--- config.mk ---
export PLATFORM = sky130hd
export DESIGN_NAME = alu_exec_unit
export DESIGN_NICKNAME = d
export VERILOG_FILES = /design/src/rtl/alu_pkg.sv /design/src/rtl/alu_iter_engine.sv /design/src/rtl/alu_exec_unit.sv
export SDC_FILE = /design/constraint.sdc
export NUM_CORES = 1
export LEC_CHECK = 0
export CORE_ASPECT_RATIO = 0.9
export CORE_UTILIZATION = 45
export CTS_BUF_LIST = sky130_fd_sc_hd__clkbuf_8
export DETAILED_ROUTE_END_ITERATION = 12
export PLACE_DENSITY_LB_ADDON = 0.2
export SLEW_MARGIN = 15
export SYNTH_ARGS = -nofsm -noshare
export SYNTH_HDL_FRONTEND = slang
export SYNTH_SLANG_ARGS = --single-unit
--- constraint.sdc ---
create_clock -name i_clk -period 5.8 [get_ports i_clk]
set_input_delay 1.16 -clock i_clk [delete_from_list [all_inputs] [get_ports i_clk]]
set_output_delay 1.16 -clock i_clk [all_outputs]
set_load 0.05 [all_outputs]
--- src/rtl/alu_pkg.sv ---
// Shared definitions for the ALU execution unit and the ALU control decoder.
package alu_pkg;

  // ALU operation codes, as produced by the ALU control decoder.
  localparam logic [3:0] ALU_ADD  = 4'h0;
  localparam logic [3:0] ALU_SUB  = 4'h1;
  localparam logic [3:0] ALU_MULT = 4'h2;
  localparam logic [3:0] ALU_SLL  = 4'h3;
  localparam logic [3:0] ALU_SLT  = 4'h4;
  localparam logic [3:0] ALU_XOR  = 4'h5;
  localparam logic [3:0] ALU_SRL  = 4'h6;
  localparam logic [3:0] ALU_OR   = 4'h7;
  localparam logic [3:0] ALU_AND  = 4'h8;
  localparam logic [3:0] ALU_SLLI = 4'h9;
  localparam logic [3:0] ALU_SRLI = 4'hA;
  localparam logic [3:0] ALU_LUI  = 4'hB;

  // Iterative engine operating modes.
  localparam logic [1:0] ITER_MUL = 2'd0;
  localparam logic [1:0] ITER_SLL = 2'd1;
  localparam logic [1:0] ITER_SRL = 2'd2;

  // Execution unit control states.
  typedef enum logic [1:0] {
    StIdle  = 2'd0,
    StMul   = 2'd1,
    StShift = 2'd2,
    StDone  = 2'd3
  } state_e;

endpackage

--- src/rtl/alu_iter_engine.sv ---
// Iterative datapath: shift-add multiplier and a one-bit-per-cycle shifter.
// o_done pulses in the cycle of the final iteration; o_result is the value that
// iteration produces, so the owner latches it on the same edge.
module alu_iter_engine
  import alu_pkg::*;
#(
  parameter int unsigned DATA_WIDTH  = 32,
  parameter int unsigned SHAMT_WIDTH = 5
) (
  input  logic                   i_clk,
  input  logic                   i_rst_n,
  input  logic                   i_start,
  input  logic [1:0]             i_mode,
  input  logic [DATA_WIDTH-1:0]  i_op_a,
  input  logic [DATA_WIDTH-1:0]  i_op_b,
  input  logic [SHAMT_WIDTH-1:0] i_amount,
  output logic                   o_done,
  output logic [DATA_WIDTH-1:0]  o_result
);

  // One extra bit so the counter can hold DATA_WIDTH itself.
  localparam int unsigned CntWidth = SHAMT_WIDTH + 1;

  logic                  busy_q;
  logic [1:0]            mode_q;
  logic [CntWidth-1:0]   cnt_q;
  logic [DATA_WIDTH-1:0] acc_q;
  logic [DATA_WIDTH-1:0] mcand_q;
  logic [DATA_WIDTH-1:0] mplier_q;
  logic [DATA_WIDTH-1:0] acc_step;
  logic                  last_iter;

  // Value of the accumulator after the current iteration.
  always_comb begin
    acc_step = acc_q;
    case (mode_q)
      ITER_MUL: acc_step = mplier_q[0] ? acc_q + mcand_q : acc_q;
      ITER_SLL: acc_step = acc_q << 1;
      ITER_SRL: acc_step = acc_q >> 1;
      default:  acc_step = acc_q;
    endcase
  end

  assign last_iter = busy_q && (cnt_q == CntWidth'(1));
  assign o_done    = last_iter;
  assign o_result  = acc_step;

  // Operand load on start, then one iteration per cycle until the count expires.
  always_ff @(posedge i_clk) begin
    if (!i_rst_n) begin
      busy_q   <= 1'b0;
      mode_q   <= ITER_MUL;
      cnt_q    <= '0;
      acc_q    <= '0;
      mcand_q  <= '0;
      mplier_q <= '0;
    end else if (i_start) begin
      busy_q   <= 1'b1;
      mode_q   <= i_mode;
      cnt_q    <= (i_mode == ITER_MUL) ? CntWidth'(DATA_WIDTH) : {1'b0, i_amount};
      acc_q    <= (i_mode == ITER_MUL) ? '0 : i_op_a;
      mcand_q  <= i_op_a;
      mplier_q <= i_op_b;
    end else if (busy_q) begin
      acc_q    <= acc_step;
      mcand_q  <= mcand_q << 1;
      mplier_q <= mplier_q >> 1;
      cnt_q    <= cnt_q - CntWidth'(1);
      if (last_iter) begin
        busy_q <= 1'b0;
      end
    end
  end

endmodule

--- src/rtl/alu_exec_unit.sv ---
// EX-stage ALU execution unit behind valid/ready handshakes. Single-cycle ops
// resolve at the accept edge; multiply and non-zero shifts run in the engine.
module alu_exec_unit
  import alu_pkg::*;
#(
  parameter int unsigned DATA_WIDTH  = 32,
  parameter int unsigned SHAMT_WIDTH = 5
) (
  input  logic                   i_clk,
  input  logic                   i_rst_n,
  input  logic                   i_valid,
  output logic                   o_ready,
  input  logic [3:0]             i_alu_operation,
  input  logic [DATA_WIDTH-1:0]  i_op_a,
  input  logic [DATA_WIDTH-1:0]  i_op_b,
  input  logic [SHAMT_WIDTH-1:0] i_shamt,
  output logic                   o_valid,
  input  logic                   i_ready,
  output logic [DATA_WIDTH-1:0]  o_result,
  output logic                   o_zero,
  output logic                   o_illegal
);

  state_e                 state_q, state_d;
  logic [DATA_WIDTH-1:0]  result_q, result_d;
  logic                   zero_q, zero_d;
  logic                   illegal_q, illegal_d;

  logic [DATA_WIDTH-1:0]  single_res;
  logic                   is_illegal;
  logic                   is_mul;
  logic                   is_shift;
  logic                   shift_left;
  logic [SHAMT_WIDTH-1:0] amount;
  logic [1:0]             eng_mode;
  logic                   eng_start;
  logic                   eng_done;
  logic [DATA_WIDTH-1:0]  eng_result;

  // Decode the request and compute every single-cycle result from the live inputs.
  always_comb begin
    single_res = '0;
    is_illegal = 1'b0;
    is_mul     = 1'b0;
    is_shift   = 1'b0;
    shift_left = 1'b0;
    amount     = i_op_b[SHAMT_WIDTH-1:0];
    case (i_alu_operation)
      ALU_ADD:  single_res = i_op_a + i_op_b;
      ALU_SUB:  single_res = i_op_a - i_op_b;
      ALU_MULT: is_mul = 1'b1;
      ALU_SLL: begin
        is_shift   = 1'b1;
        shift_left = 1'b1;
      end
      ALU_SLT:  single_res = DATA_WIDTH'($signed(i_op_a) < $signed(i_op_b));
      ALU_XOR:  single_res = i_op_a ^ i_op_b;
      ALU_SRL:  is_shift = 1'b1;
      ALU_OR:   single_res = i_op_a | i_op_b;
      ALU_AND:  single_res = i_op_a & i_op_b;
      ALU_SLLI: begin
        is_shift   = 1'b1;
        shift_left = 1'b1;
        amount     = i_shamt;
      end
      ALU_SRLI: begin
        is_shift = 1'b1;
        amount   = i_shamt;
      end
      ALU_LUI:  single_res = i_op_b << (DATA_WIDTH / 2);
      default:  is_illegal = 1'b1;
    endcase
    // A zero-length shift is just a pass-through and completes immediately.
    if (is_shift) begin
      single_res = i_op_a;
    end
  end

  always_comb begin
    eng_mode = ITER_MUL;
    if (!is_mul) begin
      eng_mode = shift_left ? ITER_SLL : ITER_SRL;
    end
  end

  alu_iter_engine #(
    .DATA_WIDTH  (DATA_WIDTH),
    .SHAMT_WIDTH (SHAMT_WIDTH)
  ) u_iter_engine (
    .i_clk    (i_clk),
    .i_rst_n  (i_rst_n),
    .i_start  (eng_start),
    .i_mode   (eng_mode),
    .i_op_a   (i_op_a),
    .i_op_b   (i_op_b),
    .i_amount (amount),
    .o_done   (eng_done),
    .o_result (eng_result)
  );

  // Next-state and output-register updates for the control FSM.
  always_comb begin
    state_d   = state_q;
    result_d  = result_q;
    zero_d    = zero_q;
    illegal_d = illegal_q;
    eng_start = 1'b0;
    unique case (state_q)
      StIdle: begin
        if (i_valid) begin
          illegal_d = is_illegal;
          if (is_mul) begin
            state_d   = StMul;
            eng_start = 1'b1;
          end else if (is_shift && (amount != '0)) begin
            state_d   = StShift;
            eng_start = 1'b1;
          end else begin
            state_d  = StDone;
            result_d = single_res;
            zero_d   = (single_res == '0);
          end
        end
      end
      StMul, StShift: begin
        if (eng_done) begin
          state_d  = StDone;
          result_d = eng_result;
          zero_d   = (eng_result == '0);
        end
      end
      StDone: begin
        if (i_ready) begin
          state_d = StIdle;
        end
      end
      default: state_d = StIdle;
    endcase
  end

  // State and result registers; reset also aborts any operation in flight.
  always_ff @(posedge i_clk) begin
    if (!i_rst_n) begin
      state_q   <= StIdle;
      result_q  <= '0;
      zero_q    <= 1'b0;
      illegal_q <= 1'b0;
    end else begin
      state_q   <= state_d;
      result_q  <= result_d;
      zero_q    <= zero_d;
      illegal_q <= illegal_d;
    end
  end

  assign o_ready   = (state_q == StIdle);
  assign o_valid   = (state_q == StDone);
  assign o_result  = result_q;
  assign o_zero    = zero_q;
  assign o_illegal = illegal_q;

endmodule

== Word-level counts from Yosys, hierarchy flattened ==
Cells that the tools add are included.
Cells by class
  equality and inequality tests: 22
  add/sub/neg operators: 4
  reduce and logical (&&, ||, !) cells: 19
  bitwise operators: 3
  muxes and demuxes: 44
  $lt $le $gt $ge: 1
Operators with widths (count)
  2-to-1 mux 32 bit: 13
  one-hot mux 32 bit (7 select lines): 1
  one-hot mux 32 bit (3 select lines): 1
  adder 32 bit: 2
  zero test 32 bit: 2
  one-hot mux 32 bit (2 select lines): 1
  AND 32 bit: 1
  less-than comparator 32 bit: 1
  OR 32 bit: 1
  subtractor 32 bit: 1
  XOR 32 bit: 1
  2-to-1 mux 6 bit: 3
  == test 4 x 3 -> 1 bit, second input constant: 4
  == test 4 bit, second input constant: 4
  2-to-1 mux 1 bit: 16
  2-to-1 mux 2 bit: 6
  OR reduction 12 bit: 1
  == test 4 x 2 -> 1 bit, second input constant: 2
  inequality test 2 bit, second input constant: 4
  == test 2 bit, second input constant: 3
  == test 6 x 1 -> 1 bit, second input constant: 1
  zero test 2 bit: 3
  one-hot mux 2 bit (3 select lines): 1
  OR reduction 2 bit: 3
  other kinds (14): 17
Storage, ports and cells
  input port bits: 77
  word-level logic and storage cells: 103
  register bits: 141
  output and inout port bits: 36

== Logic depth before layout (Yosys ltp) ==
  depth in word-level cells: 10
  depth in mapped cells: 16

== Hierarchy ==
A second synthesis with hierarchy kept.
Unflattened totals
  cell total of the unflattened synthesis: 2237
  area, all modules: 16037.9 um^2
By module, submodules not included
  alu_exec_unit: area each 8095.3 um^2, cells each 1201, sequential area each 720.7 um^2, times used 1
  alu_iter_engine: area each 7942.6 um^2, cells each 1036, sequential area each 2102.0 um^2, times used 1

== Worst setup path before layout ==
No wires, ideal clock.
  kind: input to register
  start point: in i_op_a[0]
  end point: reg zero_q, in the netlist o_zero
  data required time: 5.726 ns
  stages: 16
  setup slack: 1.276 ns
  setup time: 0.074 ns
  arrival time: 4.450 ns
  path through: inv_1 ha_1 inv_1 fa_1 nor2b_1 o211ai_1 nand2_1 a32oi_1 nand2_1 a31oi_2 o31a_1 o21ai_0 a221o_1 or4b_1 or3_1 o211ai_2
Between the ends
  word-level cells in the longest chain between the ends: 8
  elaborated cells between the ends (all ways): 13
  those cells by class: add/sub (2); order compare (1); mux (6); bitwise (3); reduce/logical (1)
Ends and longest elaborated chain
  start: declaration: RTL line alu_exec_unit.sv:14  | input logic [DATA_WIDTH-1:0] i_op_a,
  subtractor 32 bit, or another cell as far along: RTL line alu_exec_unit.sv:50  | ALU_SUB: single_res = i_op_a - i_op_b;
  one-hot mux 32 bit (7 select lines): RTL line alu_exec_unit.sv:48  | case (i_alu_operation)
  2-to-1 mux 32 bit *: RTL line alu_exec_unit.sv:74  | if (is_shift) begin
  zero test 32 bit *: RTL line alu_exec_unit.sv:121  | zero_d = (single_res == '0);
  2-to-1 mux 1 bit *: RTL line alu_exec_unit.sv:115  | end else if (is_shift && (amount != '0)) begin
  2-to-1 mux 1 bit *: RTL line alu_exec_unit.sv:112  | if (is_mul) begin
  2-to-1 mux 1 bit *: RTL line alu_exec_unit.sv:110  | if (i_valid) begin
  one-hot mux 1 bit (2 select lines) *: RTL line alu_exec_unit.sv:108  | unique case (state_q)
  end signal: assignment: RTL line alu_exec_unit.sv:151  | zero_q <= zero_d;
  end: declaration: RTL line alu_exec_unit.sv:26  | logic zero_q, zero_d;
Every way passes the cells marked *; elsewhere a longest branch is shown, timed or not. The select of a mux whose other input is x is not followed.
A chain may end at the register's enable or synchronous reset.

== Worst setup path in the final report ==
  start point: in i_op_a[1]
  end point: reg zero_q, in the netlist o_zero
The elaborated chain is that of the path after synthesis.

==> reports/metrics.cfg <==
[routing]
finalWirelength_mm=66.1
wl_per_cell_um=24.5
dr_total_vias=17500
antenna_left=0
drt_iter0_drc=1759
drtPass1Iterations=8
drc_errors=0
routed_via_density=6.48

[synth]
synth_top_cell_by_area=dfxtp_1
syn-cell-area_sq_um=15300
synth_area_per_cell_sq_um=7.18
ys_ff_latch=141
ys_seq_area_share_pct=18.5
synth_ff_type=dfxtp_1
async_reset_ff_share_pct=0
synth_area_leaders=dfxtp_1, ha_1, a21oi_1
synth_edf_count=0
ys_warn_count=0
ys_types=85
synthCells=2126
synth_top_area_share_pct=18.5
synth_nets=2343

[clocking]
clk_pin_slew_worst_paths_ps=100
htree_levels=4
post_cts_resized=0
postCtsSetupRepairBufs=0
cts_tree=yes
cts_hold_buf=0
cts_sinks=141
clk_latency_ps=530
numCtsBuffers=17
cts_buffer_depth=2
root_buffer=clkbuf_8

[layout]
num_antenna_cells=0
fill_cells=3295
layout-drive-gt1-share_pct=8.92
multi_input_area_sq_um=11500
area_delta_synth_final_pct=16.4
fin_nets=2447
final_common_cell=nor2_1
seq_area_sq_um=2830
layout_common_cells=nor2_1, a21oi_1, nand2_1
design_area_sq_um=17800

[worst_setup_path]
crit_fanout=6
start_kind=input pin
endpoint_kind=flop
worstPathRequired_ps=6270
crit_type=input pin to flop
rr_worst_depth=15
cp.arrival_ps=5820

[die]
placementRows=63
dieHeight_um=177
dieArea_sq_um=34700
die_w_um=196
initial_utilization_pct=46.0
fp.coreArea_sq_um=33200
ios=113

[timing]
fmax_ghz=0.187
rsz0062_at_grt=false
hold_viol_final=0
setup_violations=0
finalCritPeriodShare_pct=92.2
finalClockSkew_ps=20.1
relSlewSlack_pct=32.4
setup-tns-final_ps=0
worstMarginPinSlew_ps=1010
period_minus_slack_ps=5350
drv_slew=0

[power_and_ir_drop]
power_density_nw_per_um2=302
ir_drop_v=0.000388
leakage_uw=0.00707

[grt]
grtUsageTotal_pct=37.7
grt_pass1_vias=16100
grt_overflow_total=0
grt_pass1_wl_mm=98.7
antenna_found_initial=2
grt_max_degree=121

[place]
gp_congestion=1.04
dp_hpwl_mm=51.2
placed_area_sq_um=17300
io_buffers=112

[status]
status=completed

[min_path]
hp-class=flop to flop
holdPathStages=2

[job]
drv_cap=0

[report_power, final]
part	switching, uW	total, uW	internal, uW
logic	1950	3010	1060
registers	225	1410	1190
clock network	449	935	486
total	2630	5360	2730
[synth_stat cells, drive strengths merged (9+ instances only)]
cell / count
nor2: 239
a21oi: 234
nand2: 176
dfxtp: 141
ha: 137
clkbuf: 125
a211oi: 119
inv: 116
mux2i: 104
o21ai: 103
o211ai: 54
nor3: 48
nand3: 44
a31oi: 29
nand2b: 28
a221oi: 27
buf: 25
a21o: 23
nor2b: 22
o31ai: 20
nand4: 19
and3: 16
xnor2: 16
o21bai: 14
xor2: 14
and2: 13
o22ai: 13
a2111oi: 11
or2: 11
a211o: 10
a22oi: 10
nor4: 10
o221ai: 10
o21a: 9
[per-layer routing]
layer  part of all wire [%]  track usage [%]  up-vias
met5                  0.020                0        -
met3                     10             9.85      144
met1                     42             48.9     8317
li1                       -                -     8075
met2                     43             58.3      932
met4                    4.7             17.4        2
[cells by family (layout without fill, tap and decap cells)]
logic type / count (synthesis) / in the layout / synth area share (%)
multiplexers: 110 / 110 / 7.26
buffers and inverters: 266 / 381 / 6.73
AO/OA/AOI/OAI: 771 / 771 / 33.9
flip-flops: 141 / 141 / 18.5
XOR/XNOR: 30 / 30 / 1.72
AND/OR/NAND/NOR: 668 / 668 / 20.3
adder cells (fa/ha/maj): 140 / 140 / 11.6
[sequential cells by signal, indices dropped and copies added (netlist names)]
name / cells
u_iter_engine.acc_q: 32
u_iter_engine.mcand_q: 32
o_result: 32
o_zero: 1
u_iter_engine.mplier_q: 32
u_iter_engine.busy_q: 1
state_q: 2
o_illegal: 1
u_iter_engine.cnt_q: 6
u_iter_engine.mode_q: 2
[worst max-delay path, stage by stage]
cell	delay [ps]
clkdlybuf4s50_1	710
inv_1	80
ha_1	330
nor2_1	80
o311ai_1	480
a2111oi_0	220
buf_4	170
o311ai_0	700
a31oi_1	330
o211ai_1	240
a31oi_1	120
a2111o_1	420
nor3_1	160
nand4_1	150
or3_1	400
o211ai_2	70
[final timing paths]
path	start	end	slack (ps)
max	i_op_a[1]	o_zero	450
min	o_result[3]	o_result[3]	460
max reg2reg	u_iter_engine.acc_q[0]	o_result[28]	1250
min reg2reg	o_result[3]	o_result[3]	460
[through the flow]
step / util (%) / worst slack [ps] / instances / power, uW / hold WS, ps
after floorplan: - / 1280 / 2126 / 3320 / 464
after global placement: 52.3 / 162 / 2666 / 4340 / 444
after detailed placement: 52.3 / 52.1 / 2666 / 4360 / 444
after CTS: 53.6 / 628 / 2696 / 5310 / 460
after global routing: 53.6 / 268 / 2696 / 5640 / 474
final: 53.6 / 452 / 2696 / 5360 / 458
[area by class of cell]
| cell class | count | share of cell area, % |
|---|---|---|
| Timing Repair Buffer | 235 | 11.6 |
| Inverter | 116 | 2.46 |
| Multi-Input combinational cell | 1719 | 64.4 |
| Sequential cell | 141 | 15.9 |
| Tap cell | 455 | 3.20 |
| Clock buffer | 19 | 1.47 |
| Clock inverter | 11 | 0.943 |
No activity file was read; power rests on OpenSTA's default activity.
